$ cat src/rtl/power_mode_pkg.sv
// power_mode_pkg: shared definitions for the power-mode arbitration logic.
//   - Mode encodings driven to / reported by the power-domain controller.
//   - Arbiter FSM state encoding.
//   - pm_clamp: folds the reserved vote encoding 2'b11 onto Active.
package power_mode_pkg;

  localparam logic [1:0] PM_DEEPSLEEP = 2'b00;
  localparam logic [1:0] PM_STANDBY   = 2'b01;
  localparam logic [1:0] PM_ACTIVE    = 2'b10;

  typedef enum logic [1:0] {
    PM_ST_IDLE  = 2'd0,
    PM_ST_DWELL = 2'd1,
    PM_ST_WAIT  = 2'd2
  } pm_state_e;

  // A vote of 2'b11 is not a real mode; treat it as the highest real mode.
  function automatic logic [1:0] pm_clamp(input logic [1:0] mode);
    return (mode == 2'b11) ? PM_ACTIVE : mode;
  endfunction

endpackage

$ cat src/rtl/pm_vote_resolver.sv
// pm_vote_resolver: combinational max-reduction of masked power-mode votes.
// Ports:
//   i_req_valid [NUM_REQ]    requester i is voting
//   i_req_mode  [2*NUM_REQ]  vote of requester i in bits [2i+1:2i]
//   o_target    [2]          highest clamped vote among valid requesters,
//                            DeepSleep when nobody votes
module pm_vote_resolver
  import power_mode_pkg::*;
#(
  parameter int NUM_REQ = 4
) (
  input  logic [NUM_REQ-1:0]   i_req_valid,
  input  logic [2*NUM_REQ-1:0] i_req_mode,
  output logic [1:0]           o_target
);

  logic [1:0] w_max;

  always_comb begin
    w_max = PM_DEEPSLEEP;
    for (int i = 0; i < NUM_REQ; i++) begin
      if (i_req_valid[i] && (pm_clamp(i_req_mode[2*i +: 2]) > w_max)) begin
        w_max = pm_clamp(i_req_mode[2*i +: 2]);
      end
    end
  end

  assign o_target = w_max;

endmodule

$ cat src/rtl/power_mode_arbiter.sv
// power_mode_arbiter: shares the power-domain controller's single mode input
// between NUM_REQ requesters. Upgrades are applied at once, downgrades only
// after a dwell window, and the applied mode is frozen while the controller
// sequences a transition.
// Ports:
//   clk, rst_n         always-on clock, asynchronous active-low reset
//   req_valid          per-requester vote valid (level)
//   req_mode           per-requester vote, 2 bits each
//   dwell_cfg          downgrade dwell in cycles
//   pdc_mode           mode requested from the controller (registered)
//   pdc_current_mode   controller's reported current mode
//   pdc_done           controller transition done
//   req_met            per-requester vote satisfied by the applied mode
//   busy               arbiter is not IDLE
//   err_timeout        sticky: a transition exceeded TIMEOUT_CYCLES
module power_mode_arbiter
  import power_mode_pkg::*;
#(
  parameter int NUM_REQ        = 4,
  parameter int DWELL_W        = 16,
  parameter int TIMEOUT_CYCLES = 4096
) (
  input  logic                 clk,
  input  logic                 rst_n,
  input  logic [NUM_REQ-1:0]   req_valid,
  input  logic [2*NUM_REQ-1:0] req_mode,
  input  logic [DWELL_W-1:0]   dwell_cfg,
  output logic [1:0]           pdc_mode,
  input  logic [1:0]           pdc_current_mode,
  input  logic                 pdc_done,
  output logic [NUM_REQ-1:0]   req_met,
  output logic                 busy,
  output logic                 err_timeout
);

  localparam int                TMO_W     = $clog2(TIMEOUT_CYCLES + 1);
  localparam logic [TMO_W-1:0]  TMO_LIMIT = TMO_W'(TIMEOUT_CYCLES);

  logic [1:0]         w_target;
  logic [1:0]         w_vote [NUM_REQ];
  logic               w_done_ok;

  pm_state_e          r_state;
  logic [DWELL_W-1:0] r_dwell;
  logic [TMO_W-1:0]   r_tmo;
  logic [1:0]         r_pdc_mode;
  logic [NUM_REQ-1:0] r_req_met;
  logic               r_busy;
  logic               r_err;

  pm_vote_resolver #(
    .NUM_REQ (NUM_REQ)
  ) u_resolver (
    .i_req_valid (req_valid),
    .i_req_mode  (req_mode),
    .o_target    (w_target)
  );

  always_comb begin
    for (int i = 0; i < NUM_REQ; i++) begin
      w_vote[i] = pm_clamp(req_mode[2*i +: 2]);
    end
  end

  // Completion only counts if the controller actually reached what we asked for.
  assign w_done_ok = pdc_done && (pdc_current_mode == r_pdc_mode);

  always_ff @(posedge clk or negedge rst_n) begin
    if (!rst_n) begin
      r_state    <= PM_ST_IDLE;
      r_dwell    <= '0;
      r_tmo      <= '0;
      r_pdc_mode <= PM_ACTIVE;
      r_req_met  <= '0;
      r_busy     <= 1'b0;
      r_err      <= 1'b0;
    end else begin
      // Satisfaction is recomputed only when settled; while a change is
      // pending or in flight, a requester can only lose satisfaction.
      for (int i = 0; i < NUM_REQ; i++) begin
        if (r_state == PM_ST_IDLE) begin
          r_req_met[i] <= req_valid[i] && (w_vote[i] <= r_pdc_mode);
        end else if (w_vote[i] > r_pdc_mode) begin
          r_req_met[i] <= 1'b0;
        end
      end

      case (r_state)
        PM_ST_IDLE: begin
          if (w_target > r_pdc_mode) begin
            r_pdc_mode <= w_target;
            r_tmo      <= '0;
            r_state    <= PM_ST_WAIT;
            r_busy     <= 1'b1;
          end else if (w_target < r_pdc_mode) begin
            r_dwell <= dwell_cfg;
            r_state <= PM_ST_DWELL;
            r_busy  <= 1'b1;
          end
        end

        PM_ST_DWELL: begin
          if (w_target >= r_pdc_mode) begin
            r_state <= PM_ST_IDLE;
            r_busy  <= 1'b0;
          end else if (r_dwell == '0) begin
            // Issue whatever the target is now, which may be an
            // intermediate mode voted during the dwell.
            r_pdc_mode <= w_target;
            r_tmo      <= '0;
            r_state    <= PM_ST_WAIT;
          end else begin
            r_dwell <= r_dwell - DWELL_W'(1);
          end
        end

        PM_ST_WAIT: begin
          // r_tmo == 0 marks the first WAIT cycle, where done is ignored.
          if ((r_tmo != '0) && w_done_ok) begin
            r_state <= PM_ST_IDLE;
            r_busy  <= 1'b0;
          end else if (r_tmo == TMO_LIMIT) begin
            r_err   <= 1'b1;
            r_state <= PM_ST_IDLE;
            r_busy  <= 1'b0;
          end else begin
            r_tmo <= r_tmo + TMO_W'(1);
          end
        end

        default: begin
          r_state <= PM_ST_IDLE;
          r_busy  <= 1'b0;
        end
      endcase
    end
  end

  assign pdc_mode    = r_pdc_mode;
  assign req_met     = r_req_met;
  assign busy        = r_busy;
  assign err_timeout = r_err;

endmodule

$ cat config.mk
export PLATFORM = sky130hd
export DESIGN_NAME = power_mode_arbiter
export DESIGN_NICKNAME = d
export VERILOG_FILES = /design/src/rtl/power_mode_pkg.sv /design/src/rtl/pm_vote_resolver.sv /design/src/rtl/power_mode_arbiter.sv
export SDC_FILE = /design/constraint.sdc
export NUM_CORES = 1
export LEC_CHECK = 0
export CAP_MARGIN = 20
export CORE_MARGIN = 2
export CORE_UTILIZATION = 41
export CTS_CLUSTER_SIZE = 25
export DETAILED_ROUTE_END_ITERATION = 16
export GPL_ROUTABILITY_DRIVEN = 0
export SLEW_MARGIN = 10
export SYNTH_ARGS = -nofsm -noshare
export SYNTH_HDL_FRONTEND = slang
export SYNTH_SLANG_ARGS = --single-unit
$ cat constraint.sdc
create_clock -name clk -period 3 [get_ports clk]
set_input_delay 0.9 -clock clk [delete_from_list [all_inputs] [get_ports clk]]
set_output_delay 0.9 -clock clk [all_outputs]
set_load 0.03 [all_outputs]
## Word level (Yosys, flattened, before mapping)

Index checks and enable logic that the tools add are counted.

| storage, ports and cells | value |
|---|---|
| register bits | 39 |
| latch bits | 0 |
| memory bits (writable) | 0 |
| memory bits (read-only) | 0 |
| bits of input ports | 33 |
| output and inout port bits | 8 |
| logic and storage cells | 117 |
| memories | 0 |

| operators by class | value |
|---|---|
| add/sub/neg operators | 2 |
| multiply operators | 0 |
| div/mod/pow operators | 0 |
| magnitude comparators | 15 |
| equal/unequal tests | 20 |
| shifts and indexed selects | 0 |
| mux-type cells | 44 |
| bitwise operators | 1 |
| reductions and logical operators | 25 |

Operator list:

| operator | count |
|---|---|
| 13-bit two-way mux | 5 |
| 16-bit two-way mux | 4 |
| 13-bit case mux with 3 select lines | 1 |
| 2-bit two-way mux | 17 |
| 16-bit case mux with 2 select lines | 1 |
| 2-bit > comparator | 8 |
| 16-bit zero test | 1 |
| 16-bit by 1-bit subtractor with 16-bit output, second input constant | 1 |
| 2-bit inequality test, second input constant | 7 |
| 13-bit by 1-bit adder with 13-bit output, second input constant | 1 |
| 13-bit equality test, second input constant | 1 |
| 1-bit two-way mux | 13 |
| 13-bit nonzero test | 1 |
| 2-bit equality test, second input constant | 5 |
| 1-bit logical AND | 10 |
| 2-bit nonzero test | 5 |
| 3-bit AND reduction | 3 |
| 2-bit <= comparator | 4 |
| 3-bit inequality test, second input constant | 2 |
| 2-bit case mux with 3 select lines | 1 |
| 6-bit AND reduction | 1 |
| 5-bit AND reduction | 1 |
| 2-bit by 1-bit inequality test with 1-bit output, second input constant | 2 |
| 2-bit case mux with 2 select lines | 1 |
| other kinds (11) | 11 |

## Depth between registers and ports, before layout

Gate-level depths: netlist of the first run.

| logic depth | value |
|---|---|
| depth in word-level cells | 18 |
| gate-level depth with buffers | 28 |
| gate-level depth less buffers | 27 |

## Cells and area by module

From an unflattened synthesis of the first run, not the netlist that was laid out.

| unflattened totals | value |
|---|---|
| cell total of the unflattened synthesis | 336 |
| area total of the unflattened synthesis | 2827.7 um2 |

By module, submodules not included:

| module | instances | cells each | area an instance (um2) | seq. area each (um2) |
|---|---|---|---|---|
| power_mode_arbiter | 1 | 295 | 2509.9 | 977.2 |
| pm_vote_resolver | 1 | 41 | 317.8 | 0.0 |

## Least setup slack after synthesis of the first run

OpenSTA, ideal clock, no wires.

| timing | value |
|---|---|
| path kind | in2reg |
| start point | in req_valid[0] |
| end point | reg r_tmo[6] |
| library setup time | 0.066 ns |
| arrival | 5.486 ns |
| required time | 2.934 ns |
| slack | -2.552 ns |
| stages on the path | 26 |
| path buffers | 1 |
| path through | and2_1 inv_1 ha_1 nor2b_1 o211ai_1 mux2i_1 inv_1 ha_1 nor2_1 nand2_1 a221oi_1 a311oi_1 a41o_1 ha_1 nand2_1 nand2_1 nor2_1 mux2_2 ha_1 nand2b_1 a22oi_1 o21bai_1 a21o_1 buf_6 or4_1 nand2_1 |

| on the way | value |
|---|---|
| word-level cells in the longest chain between the ends | 14 |
| elaborated cells between the ends (all ways) | 16 |
| classes of those cells | order compare: 5; eq/ne: 2; mux: 4; reduce/logical: 5 |

Ends and longest elaborated chain:

| element | RTL line | text |
|---|---|---|
| start, declared | power_mode_arbiter.sv:25 | `input logic [NUM_REQ-1:0] req_valid,` |
| 1-bit logical AND (*) | pm_vote_resolver.sv:22 | `if (i_req_valid[i] && (pm_clamp(i_req_mode[2*i +: 2]) > w_max)) begin` |
| 2-bit two-way mux (*) | pm_vote_resolver.sv:22 |  |
| 2-bit > comparator | pm_vote_resolver.sv:22 |  |
| 1-bit logical AND | pm_vote_resolver.sv:22 |  |
| 2-bit two-way mux (*) | pm_vote_resolver.sv:22 |  |
| 2-bit > comparator | pm_vote_resolver.sv:22 |  |
| 1-bit logical AND | pm_vote_resolver.sv:22 |  |
| 2-bit two-way mux (*) | pm_vote_resolver.sv:22 |  |
| 2-bit > comparator | pm_vote_resolver.sv:22 |  |
| 1-bit logical AND | pm_vote_resolver.sv:22 |  |
| 2-bit two-way mux (*) | pm_vote_resolver.sv:22 |  |
| net u_resolver.o_target[1] | pm_vote_resolver.sv:14 | `output logic [1:0] o_target` |
| 2-bit > comparator or 2-bit greater-or-equal comparator (tied branches) | power_mode_arbiter.sv:90, power_mode_arbiter.sv:103 |  |
| 2-bit by 1-bit inequality test with 1-bit output (no source line) or 2-bit inequality test (tied branches) | n/a |  |
| 6-bit AND reduction (no source line) (*) | n/a |  |
| end signal, assigned | power_mode_arbiter.sv:127 | `r_tmo <= r_tmo + TMO_W'(1);` |
| end, declared | power_mode_arbiter.sv:45 | `logic [TMO_W-1:0] r_tmo;` |

The timed path passes the listed nets; every way through them passes the cells marked *.
A chain may end at the register's enable or synchronous reset.

## Worst setup path after layout of the first run

| timing | value |
|---|---|
| start point | in req_valid[0] |
| end point | reg r_tmo[10] |

| on the way | value |
|---|---|
| word-level cells in the longest chain between the ends | 14 |
| elaborated cells between the ends (all ways) | 16 |
| classes of those cells | order compare: 5; eq/ne: 2; mux: 4; reduce/logical: 5 |

Ends and longest elaborated chain:

| element | RTL line |
|---|---|
| 1-bit logical AND (*) | pm_vote_resolver.sv:22 |
| 2-bit two-way mux (*) | pm_vote_resolver.sv:22 |
| 2-bit > comparator | pm_vote_resolver.sv:22 |
| 1-bit logical AND | pm_vote_resolver.sv:22 |
| 2-bit two-way mux (*) | pm_vote_resolver.sv:22 |
| 2-bit > comparator | pm_vote_resolver.sv:22 |
| 1-bit logical AND | pm_vote_resolver.sv:22 |
| 2-bit two-way mux (*) | pm_vote_resolver.sv:22 |
| 2-bit > comparator | pm_vote_resolver.sv:22 |
| 1-bit logical AND | pm_vote_resolver.sv:22 |
| 2-bit two-way mux (*) | pm_vote_resolver.sv:22 |
| 2-bit > comparator or 2-bit greater-or-equal comparator (tied branches) | power_mode_arbiter.sv:90, power_mode_arbiter.sv:103 |
| 2-bit by 1-bit inequality test with 1-bit output (no source line) or 2-bit inequality test (tied branches) | n/a |
| 6-bit AND reduction (no source line) (*) | n/a |

Every way passes the cells marked *; elsewhere a longest branch is shown, timed or not.

==> results of run 1 <==
==> kinds of logic (layout without fill, tap and decap cells) <==
| family | count (synthesis) | in the layout | synth area share (%) |
|---|---|---|---|
| muxes | 4 | 4 | 1.59 |
| AOI/OAI and AO/OA | 104 | 105 | 23.8 |
| DFF | 39 | 39 | 36.5 |
| and+or+nand+nor | 117 | 117 | 22.1 |
| xor gates and xnor gates | 2 | 2 | 0.655 |
| buffers and inverters | 45 | 176 | 6.88 |
| adders and majority gates | 18 | 18 | 8.42 |
==> worst max-delay path, delay by kind of cell <==
kind / cells / cell delay [ps]
AND/OR/NAND/NOR: 10 / 1430
AO/OA/AOI/OAI: 9 / 1760
adder cells (fa/ha/maj): 4 / 960
multiplexers: 1 / 330
buffers and inverters: 3 / 280
==> report_power, final <==
group,internal [mW],switching [mW],leakage [nW]
combinational,1.28,1.22,1.36
sequential,0.719,0.223,0.495
clock,0.163,0.204,0.0412
total,2.16,1.65,1.90
==> layout make-up <==
type | instances | area, um2 | area share [%]
inverters | 25 | 96.3 | 2.21
flip-flops and latches | 39 | 977 | 22.4
clock buffers | 6 | 72.6 | 1.66
multi-input cells | 246 | 1880 | 43.1
repair buffers | 143 | 1230 | 28.2
clock inverters | 2 | 12.5 | 0.286
well taps | 77 | 96.3 | 2.21
==> cell usage in the layout, fill, tap and decap left out, types with 7 or more instances in the layout <==
master,instances
sky130_fd_sc_hd__a21oi_1,21
sky130_fd_sc_hd__a21oi_2,12
sky130_fd_sc_hd__buf_4,83
sky130_fd_sc_hd__buf_6,19
sky130_fd_sc_hd__clkdlybuf4s50_1,34
sky130_fd_sc_hd__dfrtp_1,38
sky130_fd_sc_hd__ha_1,13
sky130_fd_sc_hd__inv_1,21
sky130_fd_sc_hd__nand2_1,23
sky130_fd_sc_hd__nor2_1,22
sky130_fd_sc_hd__nor3_1,16
sky130_fd_sc_hd__o211ai_1,7
sky130_fd_sc_hd__o21ai_1,15
sky130_fd_sc_hd__o21ai_2,8
==> worst max path at each step <==
| stage | startpoint | end | slack [ps] | cells after the start |
|---|---|---|---|---|
| after floorplan | req_mode[1] | r_tmo[6] | -2380 | 27 |
| after global placement | req_mode[1] | r_tmo[4] | -2950 | 28 |
| after detailed placement | req_mode[1] | r_tmo[4] | -3170 | 28 |
| after CTS | req_valid[0] | r_tmo[10] | -2390 | 27 |
| after global routing | req_valid[0] | r_tmo[10] | -2670 | 28 |
| final | req_valid[0] | r_tmo[10] | -2450 | 27 |
==> stage by stage <==
step	cells	TNS (ps)	util, %
detailed placement	472	-98690	55.5
finish	538	-79100	69.2
global placement	472	-93080	55.5
global route	538	-86170	69.2
CTS	536	-76110	66.3
floorplan	329	-69100	-
==> routing by layer <==
metal | track usage, % | wire length, um | up-vias
met1 | 29.2 | 3720 | 1425
li1 | - | - | 1460
met4 | 7.79 | 180 | 0
met5 | 0 | 0 | -
met3 | 2.85 | 238 | 15
met2 | 41.9 | 4370 | 56
==> flip-flops by register name (all words and copies together) (netlist names) <==
name and count:
req_met 4, r_dwell 16, busy 1, pdc_mode 2, r_tmo 13, err_timeout 1, r_state 2
==> timing repair <==
action / in CTS / in global routing
resized for setup: 68 / 38
endpoints found under the setup margin: 34 / 35
setup buffers: 52 / 5
cloned: 5 / 0
pin swaps: 33 / 22
==> impl_metrics.csv, run 1 <==
group,metric,value,unit
floorplanning,initial_core_util,42.4,%
placement,placed_cell_area,3500,um2
sta,finalClockSkew,6.17,ps
floorplanning,fp-row-count,29,
power,total_power,3.81,mW
setup_path,reg2regPathDepth,11,
synth,yosys_register_bits,39,
job,max-cap-violations,0,
floorplanning,die_x,84.8,um
clocking,insertion_delay,300,ps
clocking,cts_root_buf,"sky130_fd_sc_hd__clkbuf_8",
floorplanning,die_height,84.8,um
global_routing,globalRouteOverflowTotal,0,
setup_path,r2r-start,"r_dwell[0]",
synth,synth.most_common_cell,"sky130_fd_sc_hd__dfrtp_1",
clocking,cts_hold_buffers,0,
sta,worstMarginPinSlew,899,ps
status,failed_checks,"setup timing",
synth,yosysTopAreaCellShare,35.6,%
min_path,hold_path.startpoint,"err_timeout",
drt,drc,0,
synth,yosysSeqAreaShare,36.5,%
setup_path,path_max_fanout,5,
synth,netlist-cell-type-count,43,
min_path,min_path_type,"flip-flop to flip-flop",
drt,drtAntennaViolNets,0,
synth,synth_area,2670,um2
sta,final_min_period_over_clock_period,182,%
drt,via_count,2956,
floorplanning,floorplan.die_area,7180,um2
synth,syn_area_per_cell,8.13,um2
finish,nets,511,
drt,firstDrtPassIters,8,
setup_path,start_kind,"input port",
setup_path,cp.required,3240,ps
sta,worst_case_setup_margin_in_the_final_layout,-2450,ps
synth,yosys-top-cells-count,"38 x sky130_fd_sc_hd__dfrtp_1, 36 x sky130_fd_sc_hd__a21oi_1, 28 x sky130_fd_sc_hd__nand2_1",
finish,num-fill-cells,497,
sta,hold_ws,471,ps
setup_path,reg2reg_to,"r_dwell[5]",
status,status,"complete, but fails checks",
setup_path,reg2reg_setup_slack,340,ps
power,power-per-cell-area,873,nW/um2
floorplanning,num_ports,41,
finish,antenna_cells_inserted,0,
synth,synth.yosys.warnings,0,
sta,max_clock_freq,183,MHz
power,cellLeakagePower,1.90,nW
drt,routed_wire_length_per_instance,15.8,um
setup_path,crit_path_end_kind,"flip-flop",
global_routing,grt_max_degree,40,
min_path,worst_hold_path.num_cells,1,
finish,area_delta_synth_final,63.4,%
clocking,htreeDepth,2,
synth,synth_top_cells_by_area,"sky130_fd_sc_hd__dfrtp_1 36%, sky130_fd_sc_hd__ha_1 8.4%, sky130_fd_sc_hd__a21oi_1 6.7%, sky130_fd_sc_hd__o21ai_0 4.9%, sky130_fd_sc_hd__nand2_1 3.9%",
finish,final_instance_area,4370,um2
synth,ys_async_sr_fraction,100,%
synth,yosys_most_used_dff,"sky130_fd_sc_hd__dfrtp_1",
synth,post-synth-top-area-cell,"sky130_fd_sc_hd__dfrtp_1",
sta,report.final.hold_viol_count,0,
clocking,tritoncts.num_buffers,5,
power,max-vdd-ir-drop,573,uV
placement,dpl.hpwl,4820,um
sta,grt_setup_unrepaired,"true",
setup_path,critPathKind,"input port to flip-flop",
floorplanning,design.core.area,6310,um2
drt,drtIter0Drc,97,
placement,portBuffers,40,
clocking,cts_tree,"yes",
setup_path,critical_path.max_stage_delay,510,ps
sta,setup_failing_eps_final,35,
global_routing,grt_pass1_wl,13500,um
min_path,min_to,"err_timeout",
drt,wl,8510,um
drt,post_drt_via_cell_ratio,5.49,
clocking,path_clk_slew,80,ps
placement,post-place-ws,-3170,ps
synth,syn-num-nets,380,
global_routing,gr-usage-all-layers,23.4,%
finish,post_route_cells_drive_above_1_share,40.1,%
global_routing,grt_pass1_vias,2961,
sta,timing.final.max_slew_violations,0,
synth,number_of_flops_mapped_to_enable_cells_by_yosys,0,
synth,postSynthCellCount,329,
sta,finalWorstPathRequiredPeriod,5450,ps
clocking,clockBufferDepth,2,
global_routing,antenna_found_initial,0,
setup_path,timing.critical_path.slowest_stage_cell,"sky130_fd_sc_hd__or4_4",
setup_path,cp.arrival,5690,ps
clocking,tritoncts_num_sinks,39,
sta,timing.slew.headroom,40.0,%
No activity file was read; power rests on OpenSTA's default activity.
==> run 2: changes to the inputs <==
CORE_UTILIZATION = 50   (was 41)
PLACE_DENSITY = 0.75   (was not set)
==> impl_metrics.csv, run 2 (synthesized netlist as in run 1, its figures left out) <==
group,metric,value,unit
status,status,"complete, but fails checks",
status,failed_checks,"setup timing",
min_path,min_path_type,"flip-flop to flip-flop",
setup_path,timing.critical_path.slowest_stage_cell,"sky130_fd_sc_hd__or4_1",
setup_path,crit_path_end_kind,"flip-flop",
finish,num-fill-cells,336,
finish,post_route_cells_drive_above_1_share,35.3,%
placement,dpl.hpwl,5160,um
setup_path,path_max_fanout,6,
power,max-vdd-ir-drop,445,uV
sta,finalWorstPathRequiredPeriod,5560,ps
setup_path,reg2reg_to,"r_tmo[9]",
sta,finalClockSkew,9.11,ps
job,max-cap-violations,0,
global_routing,globalRouteOverflowTotal,0,
sta,setup_failing_eps_final,34,
setup_path,r2r-start,"r_dwell[0]",
floorplanning,fp-row-count,26,
setup_path,critPathKind,"input port to flip-flop",
floorplanning,design.core.area,5140,um2
setup_path,cp.required,3240,ps
setup_path,timing.critical_path.buf_inv,5,
global_routing,antenna_found_initial,0,
power,power-per-cell-area,916,nW/um2
global_routing,grt_pass1_wl,13300,um
clocking,tritoncts.num_buffers,5,
sta,timing.slew.headroom,40.5,%
sta,timing.final.max_slew_violations,0,
clocking,cts_hold_buffers,0,
clocking,clockBufferDepth,2,
drt,firstDrtPassIters,4,
floorplanning,initial_core_util,52.0,%
min_path,worst_hold_path.num_cells,1,
finish,largest_register_ffs,16,
min_path,min_to,"err_timeout",
sta,final_min_period_over_clock_period,185,%
drt,drtIter0Drc,171,
clocking,path_clk_slew,90,ps
drt,wl_met2,4470,um
clocking,htreeDepth,2,
finish,seqCellArea,977,um2
clocking,cts_root_buf,"sky130_fd_sc_hd__clkbuf_8",
drt,wl,8530,um
power,cellLeakagePower,1.73,nW
power,pwr-share-clk,11.0,%
power,power.net_switching,1.65,mW
power,p_sw_share,44.3,%
setup_path,critical_path.most_common_cell,"sky130_fd_sc_hd__ha_4",
setup_path,critical_path.max_stage_delay,440,ps
setup_path,reg2reg_setup_slack,110,ps
sta,grt_setup_unrepaired,"true",
clocking,tritoncts_num_sinks,39,
finish,layout.cells.most_common,"sky130_fd_sc_hd__buf_4",
sta,setup_tns,-75370,ps
floorplanning,die_x,77.1,um
floorplanning,die_height,77.1,um
power,total_power,3.72,mW
setup_path,start_kind,"input port",
global_routing,gr-usage-all-layers,27.7,%
drt,met3_length,352,um
finish,antenna_cells_inserted,0,
finish,layout_common_cells,"55 x sky130_fd_sc_hd__buf_4, 38 x sky130_fd_sc_hd__dfrtp_1, 34 x sky130_fd_sc_hd__clkdlybuf4s50_1",
drt,via_count,2923,
floorplanning,floorplan.die_area,5950,um2
global_routing,grt_max_degree,40,
setup_path,worst_path_top_cell_family_by_delay,"compound AO/OA/AOI/OAI gates",
finish,layout_cells_excl_fill,495,
global_routing,grt_pass1_vias,2963,
drt,post_drt_via_cell_ratio,5.91,
clocking,cts_tree,"yes",
finish,area_delta_synth_final,52.0,%
floorplanning,num_ports,41,
placement,place.detailed.instances,463,
min_path,hold_path.startpoint,"err_timeout",
sta,max_clock_freq,180,MHz
sta,worstMarginPinSlew,893,ps
finish,registers.top_by_ff_count,"r_dwell",
placement,portBuffers,40,
drt,drc,0,
setup_path,cp.arrival,5810,ps
power,flop_pwr_share,25.9,%
drt,maxUsedRoutingLayer,"met4",
clocking,insertion_delay,300,ps
drt,routed_wire_length_per_instance,17.2,um
setup_path,reg2regPathDepth,10,
power,power.combinational.fraction,63.1,%
sta,worst_case_setup_margin_in_the_final_layout,-2560,ps
power,p_int,2.07,mW
drt,drtAntennaViolNets,0,
finish,multiInputGateArea,1860,um2
finish,nets,475,
drt,route.layer.met1.wl,3520,um
sta,report.final.hold_viol_count,0,
-- run 2: metal layers --
metal,global-route usage (%),up-vias
li1,-,1388
met2,48.9,94
met1,33.0,1424
met5,0,-
met4,12.1,0
met3,4.59,17
-- run 2: layout make-up --
cell class | instances | area share, %
flip-flops and latches | 39 | 24.0
well taps | 70 | 2.16
repair buffers | 108 | 23.3
inverters | 25 | 2.37
multi-input cells | 245 | 45.7
clock buffers | 8 | 2.46
-- run 2: power by group through the flow --
stage / Sequential [mW] / Clock (mW) / Combinational (mW)
after floorplan: 0.957 / 0 / 1.10
after global placement: 0.936 / 0 / 1.66
after detailed placement: 0.945 / 0 / 1.72
after CTS: 0.940 / 0.407 / 2.08
after global routing: 0.994 / 0.432 / 2.53
final: 0.964 / 0.409 / 2.35
-- run 2: worst reg2reg max path, stage by stage (launching register included) --
cell and delay, ps:
sky130_fd_sc_hd__dfrtp_1 390, sky130_fd_sc_hd__inv_1 100, sky130_fd_sc_hd__ha_1 200, sky130_fd_sc_hd__or3b_1 480, sky130_fd_sc_hd__nor4_2 330, sky130_fd_sc_hd__nand4_1 230, sky130_fd_sc_hd__a21o_4 280, sky130_fd_sc_hd__buf_6 130
sky130_fd_sc_hd__buf_4 150, sky130_fd_sc_hd__or4_1 440, sky130_fd_sc_hd__nand2_1 100
-- run 2: worst max path at each step --
stage,from,slack [ps],depth (start not counted),end
finish,req_valid[0],-2560,29,r_tmo[9]
global route,req_valid[0],-2740,29,r_tmo[9]
CTS,req_valid[0],-2390,28,r_tmo[12]
detailed placement,req_mode[1],-3150,27,r_tmo[10]
global placement,req_mode[1],-2900,27,r_tmo[10]
floorplan,req_mode[1],-2380,27,r_tmo[6]
-- run 2: stage by stage --
step,util [%],worst slack (ps),hold slack (ps),cell area [um2]
floorplan,-,-2380,458,2760
global placement,67.5,-2900,451,3470
detailed placement,67.5,-3150,485,3470
CTS,74.7,-2390,502,3840
global route,79.1,-2740,519,4060
finish,79.1,-2560,501,4060
-- run 2: what timing repair did --
item | CTS | global route
resized for setup | 58 | 43
buffers inserted | 17 | 6
gates cloned | 2 | 0
endpoints found under the setup margin | 34 | 34
pin swaps | 29 | 26
